--- config.mk ---
export PLATFORM = sky130hd
export DESIGN_NAME = wbk_regfile
export DESIGN_NICKNAME = d
export VERILOG_FILES = /design/src/rtl/wbk_regfile.sv
export SDC_FILE = /design/constraint.sdc
export NUM_CORES = 2
export LEC_CHECK = 0
export BUFFER_PORTS_ARGS = -buffer_cell sky130_fd_sc_hd__buf_2
export CORE_ASPECT_RATIO = 0.7
export CORE_MARGIN = 3
export CORE_UTILIZATION = 60
export CTS_CLUSTER_DIAMETER = 30
export DETAILED_ROUTE_END_ITERATION = 8
export GPL_TIMING_DRIVEN = 0
export PLACE_DENSITY = 0.78
export SYNTH_ARGS = -nofsm -noshare
export SYNTH_HDL_FRONTEND = slang
export SYNTH_SLANG_ARGS = --single-unit
--- constraint.sdc ---
create_clock -name clk -period 3.05 [get_ports clk]
set_input_delay 0.4575 -clock clk [delete_from_list [all_inputs] [get_ports clk]]
set_output_delay 0.4575 -clock clk [all_outputs]
set_load 0.05 [all_outputs]
--- src/rtl/wbk_regfile.sv ---
// Writeback stage and 32-entry integer register file with two forwarded read ports.
// Optional retire counter enabled by defining WBK_RETIRE_CNT_EN.
module wbk_regfile #(
  parameter int XLEN    = 32,
  parameter int NB_REGS = 32,
  parameter int ADR_W   = 5
) (
  input  logic             clk,
  input  logic             reset_n,
  input  logic             exe_ff_write_v_i,
  input  logic [ADR_W-1:0] exe_ff_rd_adr_i,
  input  logic [XLEN-1:0]  exe_ff_res_data_i,
  input  logic             flush_v_q_i,
  input  logic             flush_v_dly1_q_i,
  input  logic             res_w_v_i,
  input  logic [ADR_W-1:0] instr_write_adr_i,
  input  logic [XLEN-1:0]  instr_wbk_data_i,
  input  logic [ADR_W-1:0] rs1_adr_i,
  input  logic             rs1_unsign_i,
  input  logic [ADR_W-1:0] rs2_adr_i,
  input  logic             rs2_unsign_i,
  output logic [XLEN:0]    rs1_data_qual_o,
  output logic [XLEN:0]    rs2_data_qual_o,
  output logic [63:0]      retire_cnt_o
);

  logic [XLEN-1:0] regs [NB_REGS];
  logic            exe_fwd_v;

  always_ff @(posedge clk or negedge reset_n) begin
    if (!reset_n) begin
      for (int i = 0; i < NB_REGS; i++) regs[i] <= '0;
    end else if (res_w_v_i && (instr_write_adr_i != '0)) begin
      regs[instr_write_adr_i] <= instr_wbk_data_i;
    end
  end

  // Results computed under either flush cycle must never reach decode.
  assign exe_fwd_v = exe_ff_write_v_i & ~flush_v_q_i & ~flush_v_dly1_q_i;

  function automatic logic [XLEN:0] read_port(
    input logic [ADR_W-1:0] adr,
    input logic             unsign,
    input logic [XLEN-1:0]  arr_data
  );
    logic [XLEN-1:0] data;
    if (adr == '0)
      data = '0;
    else if (exe_fwd_v && (exe_ff_rd_adr_i == adr))
      data = exe_ff_res_data_i;
    else if (res_w_v_i && (instr_write_adr_i == adr))
      data = instr_wbk_data_i;
    else
      data = arr_data;
    return {(~unsign & data[XLEN-1]), data};
  endfunction

  always_comb begin
    rs1_data_qual_o = read_port(rs1_adr_i, rs1_unsign_i, regs[rs1_adr_i]);
    rs2_data_qual_o = read_port(rs2_adr_i, rs2_unsign_i, regs[rs2_adr_i]);
  end

`ifdef WBK_RETIRE_CNT_EN
  logic [63:0] retire_cnt_q;

  // Counts every committed writeback, x0 included; wraps naturally.
  always_ff @(posedge clk or negedge reset_n) begin
    if (!reset_n)
      retire_cnt_q <= '0;
    else if (res_w_v_i)
      retire_cnt_q <= retire_cnt_q + 64'd1;
  end

  assign retire_cnt_o = retire_cnt_q;
`else
  assign retire_cnt_o = '0;
`endif

endmodule

* After elaboration in Yosys (flattened, before gate mapping) *
Cells that the tools add are included.

cells by class
  order comparisons = 4
  bitwise operators = 11
  reductions and logical operators = 9
  equal/unequal tests = 4
  mux-type cells = 15

operators with widths
  kind                  count
  $bwmux W1024          1
  $mux W32              11
  $bmux W32 S5          2
  $demux W32 S5         1
  $eq A5 B5 Y1          4
  $ge A6 B6 Y1 const B  3
  $not A5 Y6            3
  $logic_not A5 Y1      2
  $logic_and A1 B1 Y1   6
  $lt A6 B1 Y1 const B  1
  $reduce_bool A5 Y1    1
  $and A1 B1 Y1         4
  $not A1 Y1            4

storage, ports and cells
  output and inout port bits = 130
  word-level logic and storage cells = 75
  bits of input ports = 92
  register bits after elaboration = 1024

* Logic depth before layout (Yosys ltp) *
  depth after elaboration = 8
  depth in mapped cells = 10
  gate-level depth less buffers = 6

* Worst setup path after synthesis *
OpenSTA, ideal clock, no wires.

  path kind = in2out
  start = input port rs1_adr_i[0]
  end = output port rs1_data_qual_o[30]
  data arrival time = 2968 ps
  path slack = -376 ps
  buffers on the path = 4
  stages on the path = 10
  data required time = 2592 ps
  path through = buf_4 -> buf_4 -> buf_2 -> buf_4 -> nor2_1 -> a22oi_1 -> nand3_1 -> nor4_1 -> nor3_1 -> o32ai_1

between the ends
  cells in the longest elaborated chain, start to end = 7
  elaborated cells on any way between the ends = 12
  those cells by class = 2 x eq/ne; 6 x mux; 1 x bitwise; 3 x reduce/logical

ends and longest elaborated chain
  element                                      line  text
  start, declared                              18    input logic [ADR_W-1:0] rs1_adr_i,
  $not A5 Y6 (implied by the code)             59    rs1_data_qual_o = read_port(rs1_adr_i, rs1_unsign_i, regs[rs1_adr_i]);
  $bmux W32 S5                                 59
  $mux W32 (implied by the code) (2 in a row)  59
  $mux W32                                     51    else if (res_w_v_i && (instr_write_adr_i == adr))
  $mux W32                                     49    else if (exe_fwd_v && (exe_ff_rd_adr_i == adr))
  $mux W32 (*)                                 47    if (adr == '0)
  end, declared                                22    output logic [XLEN:0] rs1_data_qual_o,

Mark *: on every way between the ends. The rest lies on a longest branch, timed or not. The select of a mux whose other input is x is not followed.

* Final worst setup path *
  start = input port rs1_adr_i[4]
  end = output port rs1_data_qual_o[29]

The elaborated chain is that of the path after synthesis.

==> results.md <==
- DP Worst Slack: -1.854 ns
- Dominant cell type by area after synthesis: dfrtp_1
- Design Power: 49.75 mW
- Root Driver: clkbuf_16
- Number of I/O port buffers: 146
- Crit-path cells: buf_4, clkbuf_2, buf_4, clkbuf_2, nand3_1, nand3_2, o21ai_1, clkbuf_4
- Grt peak-use layer: met1
- RSZ-0062 raised after global routing: true
- Final Hold Fails: 0
- Final Max Slew Viols: 0
- Top-Level Pins: 222
- Core ar.: 91170 um2
- Sequential fraction of design power: 36.8%
- Switch Pwr: 15.01 mW
- Total GRT Usage: 46.80%
- Fin area: 69800 um2
- Drt pass-1 iters: 9
- WP buf/inv: 5
- Die Wd: 370.7 um
- Avg Cell Area, Syn: 14.35 um2
- Die height: 261.3 um
- Status: finished with violations
- Predominant post-synthesis flop cell: dfrtp_1
- Slowest-stage cell, CP: clkbuf_2
- M3 GR Usage: 26.51%
- Clk network pwr share: 40.2%
- Warnings from Yosys: 0
- WL per Instance: 39.55 um
- Required time of the critical path: 2.59 ns
- First-pass GRT wire length: 314800 um
- Total CTS buffers: 159
- Slew @ Worst Pin: 1.410 ns
- Fmax: 277.1 MHz
- Max reg flops: 1024
- Most flop-heavy register: regs
- Top cell type's share of synthesized area: 45.87%
- Largest net degree at the start of global routing: 167
- Die footprint: 96860 um2
- Gr ovfl total: 0
- Largest stage delay, worst path: 0.55 ns
- Placed instance area: 58570 um2
- Async SR Flop Fraction: 100.0%
- CP arrival: 3.15 ns
- Vias/cell: 7.557
- Clock Latency Late Sink: 0.77 ns
- Final worst path period need: 3.609 ns
- Failing checks: DRC, setup timing
- Initial antenna violation count: 4
- PnR worst setup slack: -0.5593 ns
- Maximum VDD drop: 0.6074 mV
- Placed Instances: 5330
- Vias: 43.59k
- CTS tree: yes
- DPL Wire Length: 157100 um
- Cell Pwr Density: 712.7 nW/um2
- Fin nets: 4496
- Met1 Use GR: 61.15%
- Initial DRC Count: 7424
- Synthesized cell area: 55860 um2
- Hold Crit Class: in2reg
- Setup crit end kind: output pin
- Number of synthesized register bits: 1024
- Post-Synthesis Cells: 3892
- Sequential fraction of the synthesis area: 45.87%
- Grt met2 use: 60.82%
- CTS clk-pin slew, worst paths: 0.05 ns
- Clk sink count: 1024
- Vias in the first global route: 43.24k
- Critical Path Start Type: input pin
- H-tree depth: 4
- Synth area leaders: dfrtp_1 (46%), mux2_2 (20%), mux4_2 (19%)
- Net Sw Frac: 30.17%
- EDFF count, synth: 0
- Worst-case clock buffer depth: 3
- Internal power: 34.74 mW
- Area Growth Syn to Fin: 24.95%
- Final core utilization: 76.56%
- Final setup vio count: 64
- Final antenna-violating net count: 0
- Share of layout cells above drive strength 1: 57.35%
- Period utilisation layout: 118.3%
- Maxcap violations: 0
- Synth unique cells: 51
- Critical path type: in2out
- CP max FO: 10
- Starting Density: 61.27%
- Final Wtd Congestion: 1.059
- Skew final: 0 ns
- Pleak: 30.45 nW
- Final wirelength: 228100 um
- Slew HR: 5.987%
- Top delay family on crit path: buffers and inverters
- Std-Cell Rows: 92
- Biggest regs: regs: 1024 flops
- Final std cells w/o fill: 5768
- DRC viols: 10
- Logic pwr share: 23.1%
final cells by class:
type                            instances  area, um2
Timing Repair Buffer                  293       2853
Clock inverter                        106       1340
Tap cell                             1222       1529
Clock buffer                          193       4499
Multi-Input combinational cell       2430      29970
Antenna cell                            4      10.01
Sequential cell                      1024      25620
Buffer                                496       3975
Fill cell                            5355      21370
Yosys cell counts, types with 3 or more instances:
cell type     n
buf_6        11
nand2b_1      4
nor4_1        4
xor2_1       10
buf_4        92
nor3b_1       7
mux2_2      993
a2111oi_2    13
a222oi_1     16
nand2_1     109
a221o_1      15
buf_1        56
xnor2_1      10
dfrtp_1    1024
a22oi_1      78
a22o_1       15
nor2b_1      41
o21ai_0      19
buf_2       129
or2_2         3
a211oi_1     63
nand3b_1      8
mux2i_1     151
mux4_2      460
clkbuf_1    213
o22ai_1      78
o221ai_1     14
and3_1        4
a21oi_1      33
nand3_1      59
nor3_1       57
nor2_1       77
repair_timing:
item	in CTS	in global routing
cloned	2	3
hold endpoints to repair	65	0
endpoints found under the setup margin	66	66
setup buffers	99	37
gates resized for setup	833	206
pin swaps	116	79
hold buffers	1	0
per-stage QoR:
| step | setup TNS [ns] | hold slack (ns) |
|---|---|---|
| 2_1_floorplan | -0.1674 | 0.1619 |
| 3_3_place_gp | - | 0.4540 |
| 3_5_place_dp | -91.59 | 0.4006 |
| 4_1_cts | -11.71 | 0.02228 |
| 5_1_grt | -15.54 | 0.05613 |
| 6_report | -17.55 | 0.04306 |
logic make-up (layout without fill, tap and decap cells):
group,Yosys count,count (layout),share of synthesized area [%]
AO/OA/AOI/OAI,352,352,4.722
AND/OR/NAND/NOR,390,390,3.396
other,1,68,0.006713
buffers and inverters,501,1088,4.421
flip-flops,1024,1024,45.87
XOR/XNOR,20,20,0.3136
multiplexers,1604,1604,41.27
worst reg2reg max path: cells and delay by family (launching register included):
family / cells / cell delay [ns]
flip-flops: 1 / 0.39
buffers and inverters: 2 / 0.27
multiplexers: 1 / 0.26
layer usage:
| metal | vias up | routed length, um |
|---|---|---|
| li1 | 15950 | - |
| met1 | 22610 | 81000 |
| met2 | 4058 | 90650 |
| met3 | 970 | 40420 |
| met4 | 8 | 15840 |
| met5 | - | 184 |
placed cells by master (no fill, tap or decap), types with 17 or more instances in the layout:
cell        synthesis  final
buf_4              92    199
clkinvlp_4          0     21
a22oi_1            78     68
nor2b_1            41     19
clkinv_2            0     27
nand2_1           109     91
buf_2             129    122
nor2b_4             0     19
dfrtp_1          1024   1024
bufinv_16           0     25
mux2i_1           151    141
clkbuf_16           0    173
o22ai_2             0     24
buf_8               0     54
conb_1              1     64
buf_1              56     46
nor2_1             77     66
buf_6              11     86
nand3_1            59     42
buf_16              0     21
mux2_2            993    992
clkbuf_1          213    150
a211oi_4            0     36
clkbuf_8            0     33
clkbuf_4            0     28
buf_12              0     52
a21oi_1            33     25
mux4_2            460    460
inv_6               0     19
o22ai_1            78     48
clkbuf_2            0     17
nor3_1             57     40
path summary, 6_finish.rpt:
kind	slack [ns]	to	startpoint	cells after the start
setup / recovery	-0.56	rs1_data_qual_o[29]	rs1_adr_i[4]	8
hold / removal	0.04	regs[27]	instr_wbk_data_i[27]	2
setup reg to reg	2.02	regs[322]	regs[322]	3
hold reg to reg	0.48	regs[996]	regs[996]	1
max in group asynchronous	1.00	regs[103]	reset_n	4
min in group asynchronous	0.23	regs[1015]	reset_n	2
power by group through the flow:
stage	Combinational, mW	Sequential, mW	Clock [mW]
5_1_grt	11.8	18.5	20.5
2_1_floorplan	6.96	17.6	0
3_5_place_dp	9.50	18.3	0
6_report	11.5	18.3	20.0
4_1_cts	10.8	18.1	19.8
3_3_place_gp	9.25	18.1	0
(Power assumes the default switching activity.)
